--- src/rtl/assert_win_unchange_mc_pkg.sv ---
// Shared types and helpers for the multi-channel window-unchange checker.
package assert_win_unchange_mc_pkg;

  typedef enum logic [0:0] {
    ST_IDLE = 1'b0,
    ST_OPEN = 1'b1
  } win_state_e;

  localparam int FIRE_CHANGE  = 0;
  localparam int FIRE_TIMEOUT = 1;
  localparam int FIRE_TYPES   = 2;

  // Unsigned add clamped to max_val; callers keep counters at most 32 bits wide.
  function automatic logic [31:0] sat_add(input logic [31:0] acc,
                                          input logic [31:0] inc,
                                          input logic [31:0] max_val);
    logic [32:0] sum;
    sum = {1'b0, acc} + {1'b0, inc};
    if (sum > {1'b0, max_val}) begin
      sat_add = max_val;
    end else begin
      sat_add = sum[31:0];
    end
  endfunction

endpackage

--- src/rtl/assert_win_unchange_chan.sv ---
// One checker channel: IDLE/OPEN FSM, snapshot, age counter and registered fires.
// Event ports exist only when OVL_WIN_UNCHANGE_COVER_EN is defined.
module assert_win_unchange_chan
  import assert_win_unchange_mc_pkg::*;
#(
  parameter int WIDTH   = 8,
  parameter int MAX_WIN = 0
) (
  input  logic                  clk,
  input  logic                  reset,
  input  logic                  enable,
  input  logic                  start_event,
  input  logic                  end_event,
  input  logic [WIDTH-1:0]      test_expr,
  output logic                  window,
  output logic [FIRE_TYPES-1:0] fire,
  output logic [FIRE_TYPES-1:0] fire_nxt
`ifdef OVL_WIN_UNCHANGE_COVER_EN
  ,
  output logic                  open_evt,
  output logic                  close_evt
`endif
);

  localparam int AGE_W = (MAX_WIN > 0) ? $clog2(MAX_WIN + 1) : 1;
  localparam logic [AGE_W-1:0] AGE_MAX = AGE_W'(MAX_WIN);

  win_state_e       state, state_nxt;
  logic [WIDTH-1:0] snap, snap_nxt;
  logic [AGE_W-1:0] age, age_nxt;
  logic             flagged, flagged_nxt;
  logic             timeout_hit;

  assign timeout_hit = (MAX_WIN > 0) && (age == AGE_MAX);
  assign window      = (state == ST_OPEN);

`ifdef OVL_WIN_UNCHANGE_COVER_EN
  assign open_evt  = (state == ST_IDLE) && start_event;
  assign close_evt = (state == ST_OPEN) && end_event;
`endif

  // Next-state logic; a close on the timeout cycle takes priority over the timeout.
  always_comb begin
    state_nxt   = state;
    snap_nxt    = snap;
    age_nxt     = age;
    flagged_nxt = flagged;
    fire_nxt    = {FIRE_TYPES{1'b0}};
    case (state)
      ST_IDLE: begin
        if (start_event) begin
          state_nxt   = ST_OPEN;
          snap_nxt    = test_expr;
          age_nxt     = {AGE_W{1'b0}};
          flagged_nxt = 1'b0;
        end else begin
          state_nxt = ST_IDLE;
        end
      end
      ST_OPEN: begin
        if ((test_expr != snap) && !flagged && enable) begin
          fire_nxt[FIRE_CHANGE] = 1'b1;
          flagged_nxt           = 1'b1;
        end else begin
          flagged_nxt = flagged;
        end
        if (end_event) begin
          state_nxt = ST_IDLE;
        end else if (timeout_hit) begin
          state_nxt              = ST_IDLE;
          fire_nxt[FIRE_TIMEOUT] = enable;
        end else if (MAX_WIN > 0) begin
          age_nxt = age + AGE_W'(1);
        end else begin
          age_nxt = age;
        end
      end
      default: begin
        state_nxt = ST_IDLE;
      end
    endcase
  end

  // Channel state registers.
  always_ff @(posedge clk) begin
    if (reset) begin
      state   <= ST_IDLE;
      snap    <= {WIDTH{1'b0}};
      age     <= {AGE_W{1'b0}};
      flagged <= 1'b0;
      fire    <= {FIRE_TYPES{1'b0}};
    end else begin
      state   <= state_nxt;
      snap    <= snap_nxt;
      age     <= age_nxt;
      flagged <= flagged_nxt;
      fire    <= fire_nxt;
    end
  end

endmodule

--- src/rtl/assert_win_unchange_mc.sv ---
// Multi-channel window-unchange checker: NUM_CH channels plus fire OR and error counter.
// Define OVL_WIN_UNCHANGE_COVER_EN to add window open/close coverage counters.
module assert_win_unchange_mc
  import assert_win_unchange_mc_pkg::*;
#(
  parameter int NUM_CH  = 4,
  parameter int WIDTH   = 8,
  parameter int MAX_WIN = 0,
  parameter int CNT_W   = 16
) (
  input  logic                    clk,
  input  logic                    reset,
  input  logic                    enable,
  input  logic [NUM_CH-1:0]       start_event,
  input  logic [NUM_CH-1:0]       end_event,
  input  logic [NUM_CH*WIDTH-1:0] test_expr,
  output logic [NUM_CH-1:0]       window,
  output logic [NUM_CH-1:0]       fire_change,
  output logic [NUM_CH-1:0]       fire_timeout,
  output logic                    fire_any,
  output logic [CNT_W-1:0]        err_count
`ifdef OVL_WIN_UNCHANGE_COVER_EN
  ,
  output logic [CNT_W-1:0]        cov_open_count,
  output logic [CNT_W-1:0]        cov_close_count
`endif
);

  localparam logic [31:0] CNT_MAX = 32'((64'd1 << CNT_W) - 64'd1);

  logic [FIRE_TYPES-1:0] fire_r   [NUM_CH];
  logic [FIRE_TYPES-1:0] fire_nxt [NUM_CH];
  logic [31:0]           fire_cnt;
  logic                  any_nxt;
`ifdef OVL_WIN_UNCHANGE_COVER_EN
  logic [NUM_CH-1:0]     open_evt, close_evt;
  logic [31:0]           open_cnt, close_cnt;
`endif

  for (genvar c = 0; c < NUM_CH; c++) begin : g_ch
    assert_win_unchange_chan #(
      .WIDTH   (WIDTH),
      .MAX_WIN (MAX_WIN)
    ) u_chan (
      .clk         (clk),
      .reset       (reset),
      .enable      (enable),
      .start_event (start_event[c]),
      .end_event   (end_event[c]),
      .test_expr   (test_expr[c*WIDTH +: WIDTH]),
      .window      (window[c]),
      .fire        (fire_r[c]),
      .fire_nxt    (fire_nxt[c])
`ifdef OVL_WIN_UNCHANGE_COVER_EN
      ,
      .open_evt    (open_evt[c]),
      .close_evt   (close_evt[c])
`endif
    );
    assign fire_change[c]  = fire_r[c][FIRE_CHANGE];
    assign fire_timeout[c] = fire_r[c][FIRE_TIMEOUT];
  end

  // Count and OR the fires being registered this cycle so fire_any/err_count align with them.
  always_comb begin
    fire_cnt = 32'd0;
    any_nxt  = 1'b0;
    for (int c = 0; c < NUM_CH; c++) begin
      for (int t = 0; t < FIRE_TYPES; t++) begin
        fire_cnt = fire_cnt + 32'(fire_nxt[c][t]);
        any_nxt  = any_nxt | fire_nxt[c][t];
      end
    end
  end

  // Aggregate fire flag and saturating error counter.
  always_ff @(posedge clk) begin
    if (reset) begin
      fire_any  <= 1'b0;
      err_count <= {CNT_W{1'b0}};
    end else begin
      fire_any  <= any_nxt;
      err_count <= CNT_W'(sat_add(32'(err_count), fire_cnt, CNT_MAX));
    end
  end

`ifdef OVL_WIN_UNCHANGE_COVER_EN
  // Popcount of window opens and normal closes across channels.
  always_comb begin
    open_cnt  = 32'd0;
    close_cnt = 32'd0;
    for (int c = 0; c < NUM_CH; c++) begin
      open_cnt  = open_cnt + 32'(open_evt[c]);
      close_cnt = close_cnt + 32'(close_evt[c]);
    end
  end

  // Saturating coverage counters.
  always_ff @(posedge clk) begin
    if (reset) begin
      cov_open_count  <= {CNT_W{1'b0}};
      cov_close_count <= {CNT_W{1'b0}};
    end else begin
      cov_open_count  <= CNT_W'(sat_add(32'(cov_open_count), open_cnt, CNT_MAX));
      cov_close_count <= CNT_W'(sat_add(32'(cov_close_count), close_cnt, CNT_MAX));
    end
  end
`endif

endmodule

--- config.mk ---
export PLATFORM = sky130hd
export DESIGN_NAME = assert_win_unchange_mc
export DESIGN_NICKNAME = d
export VERILOG_FILES = /design/src/rtl/assert_win_unchange_mc_pkg.sv /design/src/rtl/assert_win_unchange_chan.sv /design/src/rtl/assert_win_unchange_mc.sv
export SDC_FILE = /design/constraint.sdc
export NUM_CORES = 1
export LEC_CHECK = 0
export ABC_CLOCK_PERIOD_IN_PS = 2900
export CAP_MARGIN = 10
export CELL_PAD_IN_SITES_DETAIL_PLACEMENT = 1
export CELL_PAD_IN_SITES_GLOBAL_PLACEMENT = 2
export CORE_MARGIN = 2
export CORE_UTILIZATION = 25
export DETAILED_ROUTE_END_ITERATION = 10
export PLACE_DENSITY_LB_ADDON = 0.25
export REMOVE_ABC_BUFFERS = 1
export SLEW_MARGIN = 20
export SYNTH_ARGS = -nofsm -noshare
export SYNTH_HDL_FRONTEND = slang
export SYNTH_SLANG_ARGS = --single-unit
--- constraint.sdc ---
create_clock -name clk -period 2.9 [get_ports clk]
set_input_delay 0.29 -clock clk [delete_from_list [all_inputs] [get_ports clk]]
set_output_delay 0.29 -clock clk [all_outputs]
set_load 0.1 [all_outputs]
# Word level (Yosys, flattened, before mapping)
# Cells that the tools add are included.
# op_classes
n_addsub	8
multipliers	0
div_mod_pow	0
magnitude_cmp	1
n_eq_ne	12
shifts	0
muxes	33
n_bitwise	11
reduce_logical	20
# ops
op	n
$ne A8 B8 Y1	4
$mux W1	24
$add A16 B8 Y17	1
$gt A17 B16 Y1 const B	1
$mux W16	1
$ne A2 B2 Y1 const B	8
$pmux W1 S2	8
$reduce_and A2 Y1	8
$add A7 B1 Y8 const B	1
$logic_and A1 B1 Y1	8
$add A6 B1 Y7	1
$add A5 B1 Y6 const B	1
$add A4 B1 Y5	1
$add A3 B1 Y4 const B	1
$logic_not A1 Y1	4
$not A1 Y1	4
$or A1 B1 Y1 const B	4
$add A2 B1 Y3	1
$or A1 B1 Y1	3
$add A1 B1 Y2 const B	1
# totals
ff_bits	65
latch_bits	0
ram_bits	0
mem_bits_ro	0
in_bits	43
output_inout_bits	29
elab_cells	103
mem_count	0

# Depth between registers and ports, before layout
# Gate-level depths: netlist of the first run.
# logic_depth
ltp_word	15
depth_mapped	14

# Hierarchy
# From an unflattened synthesis of the first run, not the netlist that was laid out.
# hier_totals
cells_unflattened	367
hier_area_um2	3035.4
# by_module_without_submodules
module	instances	cells_per_inst	area_per_inst_um2
assert_win_unchange_chan	4	62	498.0
assert_win_unchange_mc	1	119	1043.5

# Worst setup path before layout of the first run
# Ideal clock, no wire load.
# synth_path
path_kind	flip-flop to flip-flop
startpoint	reg g_ch[2].u_chan.snap[0]
endpoint	reg err_count[14]
setup_ns	0.133
t_arrival_ns	2.939
path_slack_ns	-0.172
path_stages_with_launch	14
path_buffers	0
synth_period_minus_slack_ns	3.072
path_cell_list	dfxtp_1 xnor2_1 nand4_1 o21ai_1 inv_1 fa_1 inv_1 fa_1 inv_1 fa_1 nand3_2 or4_4 nor3_2 a211oi_2
# synth_rtl
element	line_no	source
from (decl)	assert_win_unchange_chan.sv:29	logic [WIDTH-1:0] snap, snap_nxt;
from (signal assigned)	assert_win_unchange_chan.sv:88	snap <= {WIDTH{1'b0}};
from (signal assigned)	assert_win_unchange_chan.sv:94	snap <= snap_nxt;
to (signal assigned)	assert_win_unchange_mc.sv:80	err_count <= {CNT_W{1'b0}};
to (signal assigned)	assert_win_unchange_mc.sv:83	err_count <= CNT_W'(sat_add(32'(err_count), fire_cnt, CNT_MAX));
to (decl)	assert_win_unchange_mc.sv:21	output logic [CNT_W-1:0] err_count

==> metrics.md, run 1 <==
| Metric | Value |
|---|---|
| I/O pin cnt | `72` |
| Die area | `12,000 um2` |
| Setup Slack @ Placement | `-0.806 ns` |
| R2R Path Start | `g_ch[0].u_chan.snap[2]` |
| Achievable Freq | `329 MHz` |
| Routing usage on met2 | `0.218` |
| EDFF count, synth | `0` |
| Core area | `10,800 um2` |
| Fill cell count | `1,296` |
| Post-CTS Hold Buffers | `0` |
| Most frequent CP cell | `inv_2` |
| CTS Buf Count | `9` |
| Setup tns final | `-0.731 ns` |
| Synth cell types | `37` |
| RSZ-0062 raised after global routing | `true` |
| CP Capture Type | `flop` |
| Final HPWL DP | `5270 um` |
| Slew @ Worst Pin | `0.707 ns` |
| TritonCTS clock tree | `done` |
| P_leak | `0.00149 uW` |
| Failing checks | `setup timing` |
| Global-route wire length before repair | `12,100 um` |
| Nets | `458` |
| Hold Path Class | `primary input to flop` |
| Critical path, cell by cell | `xnor2_1, nand4_1, o21ai_2, inv_2, fa_1, inv_2, fa_2, inv_2, fa_2, nand3_4, or4_4, nor3_4, a211oi_2` |
| Syn-to-layout area delta | `40.3%` |
| Met3 usage | `0.0415` |
| Synthesized flop and latch total | `61` |
| Via/cell ratio | `4.52` |
| Initial antenna violation count | `0` |
| Vias in the first global route | `2,506` |
| DIE WIDTH | `109 um` |
| Antenna Nets Post-Route | `0` |
| CP peak stage delay | `0.56 ns` |
| CP max-delay cell | `or4_4` |
| Required @ worst endpoint | `3.09 ns` |
| Final hold viol count | `0` |
| Routed Wire Length | `7680 um` |
| Port Buf Inserts | `67` |
| Gr ovfl total | `0` |
| Peak supply drop | `179 uV` |
| Mapped Area | `2770 um2` |
| # DRC | `0` |
| Data arrival, critical path | `3.23 ns` |
| Worst Setup Start Kind | `flop` |
| Initial DRT Pass Iterations | `4` |
| Fraction of registers with async set/reset | `0` |
| Starting Density | `0.256` |
| Post-synthesis sequential area ratio | `0.440` |
| Delay-heaviest family, CP | `adder cells` |
| Wire length per cell | `13.8 um` |
| Row count | `38` |
| Clock-pin slew on the worst setup and hold paths | `0.07 ns` |
| Critical Path Start | `g_ch[0].u_chan.snap[2]` |
| Maximum fanout along the worst path | `3` |
| Final Cycle Share | `1.05` |
| Cell count after synthesis | `333` |
| Synth Area per Inst | `8.33 um2` |
| # clock sinks | `61` |
| Power per cell area | `502 nW/um2` |
| Max Slew Vio Count | `0` |
| GRT busiest layer | `met2` |
| Slew Limit Headroom | `0.529` |
| Setup ws final | `-0.141 ns` |
| Layout cell share with drive strength beyond 1 | `0.243` |
| GP Congestion | `0.690` |
| Diodes inserted | `0` |
| Crit Path Class | `flop to flop` |
| Total number of vias | `2,511` |
| GRT Total Usage | `0.132` |
| Max-Cap Viols | `0` |
| Met1 usage | `0.159` |
| Final setup fails | `15` |
| Die Height | `109 um` |
| Clk buf depth | `2` |
| Outcome | `complete, but fails checks` |
| Clock skew | `0.00919 ns` |
| Largest net degree at the start of global routing | `62` |
| Worst path bufs/invs | `3` |
| DR iter-0 viols | `62` |
| Worst hold start | `test_expr[2]` |
| Clock Latency Late Sink | `0.34 ns` |
| Root Buffer | `clkbuf_8` |
| Most frequent cells in the layout | `nand2_1, a21oi_1, dfxtp_1` |
| Commonest non-fill, non-tap cell in the layout | `nand2_1` |
| YS warnings | `0` |
| CTS HTree Levels | `3` |
| Min Tclk post-route | `3.04 ns` |
| Top_reg_cell synth | `dfxtp_1` |
-- routing by layer --
metal,routed length (um),share of wire
met1,3500,0.46
met2,3670,0.48
met4,96,0.013
met3,403,0.052
met5,0,0
-- final timing paths --
check	endpoint	slack, ns	depth (start not counted)
min reg2reg	g_ch[2].u_chan.flagged	0.46	2
min	g_ch[0].u_chan.snap[2]	0.35	3
max reg2reg	err_count[14]	-0.14	13
max	err_count[14]	-0.14	13
-- repair_timing --
| item | 4_1_cts | 5_1_grt |
|---|---|---|
| gates resized for setup | 33 | 26 |
| endpoints found under the hold margin | 0 | 0 |
| pin swaps | 22 | 15 |
| cloned | 0 | 1 |
| setup endpoints to repair | 16 | 16 |
| setup buffers | 1 | 3 |
-- registers in the layout (all words and copies together), names as in the netlist --
register and flops:
g_ch.u_chan.snap 32, err_count 16, g_ch.u_chan.fire 4, g_ch.u_chan.flagged 4, g_ch.u_chan.window 4, fire_any 1
-- Yosys cell counts, types with 2 or more instances --
master | n | area, um2
inv_1 | 8 | 30.0
nand2_1 | 75 | 282
o21ai_1 | 4 | 20.0
nor3_2 | 2 | 20.0
xnor2_1 | 35 | 307
nand4_1 | 10 | 62.6
nand2b_1 | 8 | 50.1
o21ai_0 | 4 | 20.0
nor2_1 | 11 | 41.3
nand3_1 | 3 | 15.0
a21oi_1 | 50 | 250
dfxtp_1 | 61 | 1220
o31ai_1 | 2 | 15.0
clkbuf_1 | 16 | 60.1
a31oi_1 | 3 | 18.8
buf_4 | 8 | 60.1
xor2_1 | 4 | 35.0
fa_1 | 3 | 60.1
nor2b_1 | 6 | 37.5
or3_1 | 3 | 18.8
-- through the flow --
stage	instance area, um2	power [uW]	util	instances	hold slack, ns
5_1_grt	3890	2070	0.359	556	0.356
3_5_place_dp	3560	1330	0.329	535	0.451
6_report	3890	1960	0.359	556	0.347
4_1_cts	3760	1980	0.347	552	0.330
2_1_floorplan	2670	1170	-	312	0.355
3_3_place_gp	3560	1320	0.329	535	0.444
-- cells by family after synthesis --
kind of cell             synth area share
AND/OR/NAND/NOR                     0.210
XOR/XNOR                            0.123
flip-flops                          0.440
buffers and inverters              0.0541
adder cells (fa/ha/maj)            0.0262
other                             0.00135
multiplexers                      0.00361
AO/OA/AOI/OAI                       0.142
-- area by class of cell --
class	instances	area (um2)	area share
timing repair buffer	88	752	0.193
clock inverter	5	27.5	0.00707
clock buffer	11	131	0.0338
sequential	61	1240	0.318
tap	140	175	0.0450
inverter	8	30.0	0.00771
multi-input combinational	243	1540	0.395
-- power by group --
group / leakage, uW / internal, uW / total, uW / switching, uW
Clock: 0.0000829 / 304 / 636 / 332
Combinational: 0.000901 / 152 / 403 / 251
Sequential: 0.000504 / 883 / 916 / 33.1
-- worst reg2reg max path, delay by kind of cell (launching register included) --
family | cells | cell delay [ns]
XOR/XNOR | 1 | 0.13
adder cells (fa/ha/maj) | 3 | 1.10
AO/OA/AOI/OAI | 2 | 0.23
AND/OR/NAND/NOR | 4 | 0.94
buffers and inverters | 3 | 0.16
flip-flops | 1 | 0.33
Note: power is estimated with default switching activity, not from simulation.
==> run 2: changes to the inputs <==
--- a/config.mk
+++ b/config.mk
@@ -12,7 +12,7 @@
 export CORE_MARGIN = 2
 export CORE_UTILIZATION = 25
 export DETAILED_ROUTE_END_ITERATION = 10
-export PLACE_DENSITY_LB_ADDON = 0.25
+export PLACE_DENSITY_LB_ADDON = 0.1
 export REMOVE_ABC_BUFFERS = 1
 export SLEW_MARGIN = 20
 export SYNTH_ARGS = -nofsm -noshare
==> run 2 against run 1 <==
  * The flow still finishes with violations (setup timing)
  * Clock skew hardly changed
  * Setup slack worse by 0.047 ns
  * Critical endpoint unchanged
  * Register-to-register slack worse by 0.05 ns
  * Sequential power hardly changed
  * Highest routed layer unchanged
  * Die area stayed put
  * Worst hold slack better by 0.012 ns
  * Core utilization is 0.89 points higher
  * Critical path depth stayed put
  * Sequential share of layout area is 0.80 points lower
  * Combinational power hardly changed
  * Cell area is 2.5% higher
  * Via count is 1.5% lower
==> metrics.md, run 2 (synthesis results as in run 1) <==
| Metric | Value |
|---|---|
| Outcome | `complete, but fails checks (unchanged)` |
| Failing checks | `setup timing (unchanged)` |
| Hold Crit Depth | `3 (unchanged)` |
| Initial antenna violation count | `0 (unchanged)` |
| Total number of vias | `2,474 (was 2,511)` |
| Crit Path Class | `flop to flop (unchanged)` |
| Wl on met1 | `3590 um (was 3500 um)` |
| Clock power frac | `0.393 (was 0.325)` |
| Core area | `10,800 um2 (unchanged)` |
| Die area | `12,000 um2 (unchanged)` |
| Power per cell area | `545 nW/um2 (was 502 nW/um2)` |
| Delay-heaviest family, CP | `adder cells (unchanged)` |
| Final Cycle Share | `1.06 (was 1.05)` |
| # DRC | `0 (unchanged)` |
| Layout cell share with drive strength beyond 1 | `0.246 (was 0.243)` |
| DR WL met3 | `341 um (was 403 um)` |
| Routed Wire Length | `7560 um (was 7680 um)` |
| Global-route wire length before repair | `12,300 um (was 12,100 um)` |
| CTS Buf Count | `9 (unchanged)` |
| CP Capture Type | `flop (unchanged)` |
| Hold Path Class | `primary input to flop (unchanged)` |
| Final hold viol count | `0 (unchanged)` |
| Final instance area | `3990 um2 (was 3890 um2)` |
| Achievable Freq | `324 MHz (was 329 MHz)` |
| CTS HTree Levels | `3 (unchanged)` |
| Logic pwr share | `0.185 (was 0.206)` |
| Post-DP Area | `3560 um2 (about the same)` |
| Slew Limit Headroom | `0.543 (was 0.529)` |
| Final core utilization | `0.368 (was 0.359)` |
| Data arrival, critical path | `3.27 ns (was 3.23 ns)` |
| RSZ-0062 raised after global routing | `true (unchanged)` |
| Final HPWL DP | `5170 um (was 5270 um)` |
| Worst Setup Start Kind | `flop (unchanged)` |
| Min Tclk post-route | `3.09 ns (was 3.04 ns)` |
| Clk buf depth | `2 (unchanged)` |
| Met2 wire length | `3520 um (was 3670 um)` |
| Via/cell ratio | `4.43 (was 4.52)` |
| Setup Slack @ Placement | `-0.839 ns (was -0.806 ns)` |
| R2R cell count | `13 (unchanged)` |
| Peak supply drop | `225 uV (was 179 uV)` |
| NetSw | `609 uW (was 616 uW)` |
| Largest net degree at the start of global routing | `62 (unchanged)` |
| CP max-delay cell | `or4_4 (unchanged)` |
| Required @ worst endpoint | `3.08 ns (was 3.09 ns)` |
| Initial DRT Pass Iterations | `4 (unchanged)` |
| I/O pin cnt | `72 (unchanged)` |
| Commonest non-fill, non-tap cell in the layout | `nand2_1 (unchanged)` |
| Clock-pin slew on the worst setup and hold paths | `0.07 ns (about the same)` |
| Clock skew | `0.00945 ns (was 0.00919 ns)` |
| CP peak stage delay | `0.56 ns (about the same)` |
| Layout Cells excl Fill | `559 (was 556)` |
| Slew @ Worst Pin | `0.686 ns (was 0.707 ns)` |
| Row count | `38 (unchanged)` |
| Gr ovfl total | `0 (unchanged)` |
| Vias in the first global route | `2,521 (was 2,506)` |
| Top Registers | `g_ch.u_chan.snap: 32 flops, err_count: 16 flops (unchanged)` |
| GRT Total Usage | `0.133 (was 0.132)` |
| Starting Density | `0.256 (unchanged)` |
| Nets | `461 (was 458)` |
| Max reg flops | `32 (unchanged)` |
| Wire length per cell | `13.5 um (was 13.8 um)` |
| Clock Latency Late Sink | `0.33 ns (was 0.34 ns)` |
| Diodes inserted | `0 (unchanged)` |
| GP Congestion | `0.708 (was 0.690)` |
| Net Sw Frac | `0.280 (was 0.315)` |
| Max-Cap Viols | `0 (unchanged)` |
| Antenna Nets Post-Route | `0 (unchanged)` |
| Root Buffer | `clkbuf_8 (unchanged)` |
| Max Slew Vio Count | `0 (unchanged)` |
| Share of power burned in registers | `0.422 (was 0.469)` |
| Placed Cells | `534 (was 535)` |
| P_leak | `0.00152 uW (was 0.00149 uW)` |
| Critical path, cell by cell | `xnor2_2, nand4_1, o21ai_2, inv_1, fa_1, inv_2, fa_2, inv_2, fa_2, nand3_4, or4_4, nor3_4, a211oi_2 (was xnor2_1, nand4_1, o21ai_2, inv_2, fa_1, inv_2, fa_2, inv_2, fa_2, nand3_4, or4_4, nor3_4, a211oi_2)` |
| Crit path depth | `13 (unchanged)` |
| Port Buf Inserts | `67 (unchanged)` |
| Setup ws final | `-0.188 ns (was -0.141 ns)` |
| DR top layer | `met4 (unchanged)` |
| Die Height | `109 um (unchanged)` |
| DIE WIDTH | `109 um (unchanged)` |
| Most frequent cells in the layout | `nand2_1, a21oi_1, dfxtp_1 (unchanged)` |
| Largest register by flop count | `g_ch.u_chan.snap (unchanged)` |
| # clock sinks | `61 (unchanged)` |
| Fill cell count | `1,278 (was 1,296)` |
| Maximum fanout along the worst path | `3 (unchanged)` |
| Syn-to-layout area delta | `43.8% (was 40.3%)` |
| TritonCTS clock tree | `done (unchanged)` |
| Pint | `1560 uW (was 1340 uW)` |
| Worst path bufs/invs | `3 (unchanged)` |
| DR iter-0 viols | `73 (was 62)` |
| Final setup fails | `16 (was 15)` |
## run 2: cell count changes in the layout (fill, tap and decap cells not counted), moves of 2 or more
cell / delta
bufinv_16: +2
xnor2_1: +2
buf_4: +3
clkbuf_8: +2
clkinv_2: -2
xnor2_2: -2
## run 2: metal layers
layer	GRT usage	vias to the layer above
li1	-	1263
met1	0.172	1155
met2	0.213	46
met3	0.0302	10
met4	0.0515	0
met5	0	-
## run 2: timing repair
action | CTS | global route
buffers inserted | 4 | 4
cloned | 0 | 1
pin swaps | 25 | 12
hold endpoints to repair | 0 | 0
gates resized for setup | 44 | 15
hold buffers | 0 | 0
setup endpoints to repair | 16 | 16
## run 2: area by class of cell
cell class | instances | area, um2 | area share
clock buffers | 12 | 155 | 0.0389
clock inverters | 4 | 70.1 | 0.0176
inverters | 8 | 30.0 | 0.00753
multi-input cells | 243 | 1550 | 0.388
flip-flops and latches | 61 | 1240 | 0.310
well taps | 140 | 175 | 0.0439
repair buffers | 91 | 774 | 0.194
## run 2: through the flow
step           power, uW  hold WS, ns  TNS, ns
2_1_floorplan       1170        0.355    -3.54
3_3_place_gp        1320        0.446    -9.85
3_5_place_dp        1330        0.451   -10.78
4_1_cts             2210        0.342   -0.757
5_1_grt             2290        0.358    -3.37
6_report            2170        0.359   -0.758
## run 2: final timing paths
kind / from / endpoint / slack, ns
max: g_ch[2].u_chan.snap[7] / err_count[14] / -0.19
min: test_expr[16] / g_ch[2].u_chan.snap[0] / 0.36
max reg2reg: g_ch[2].u_chan.snap[7] / err_count[14] / -0.19
min reg2reg: g_ch[0].u_chan.flagged / g_ch[0].u_chan.flagged / 0.46
## run 2: worst reg2reg max path, cell delays in order (launching register included)
cell	delay, ns
dfxtp_2	0.35
xnor2_2	0.11
nand4_1	0.15
o21ai_2	0.21
inv_1	0.08
fa_1	0.53
inv_2	0.04
fa_2	0.34
inv_2	0.07
fa_2	0.23
nand3_4	0.08
or4_4	0.56
nor3_4	0.14
a211oi_2	0.05
## run 2: power groups by stage
stage / sequential (uW) / combinational [uW] / clock, uW
6_report: 916 / 403 / 854
5_1_grt: 922 / 438 / 933
4_1_cts: 916 / 405 / 894
3_5_place_dp: 932 / 397 / 0
3_3_place_gp: 931 / 394 / 0
2_1_floorplan: 1020 / 146 / 0
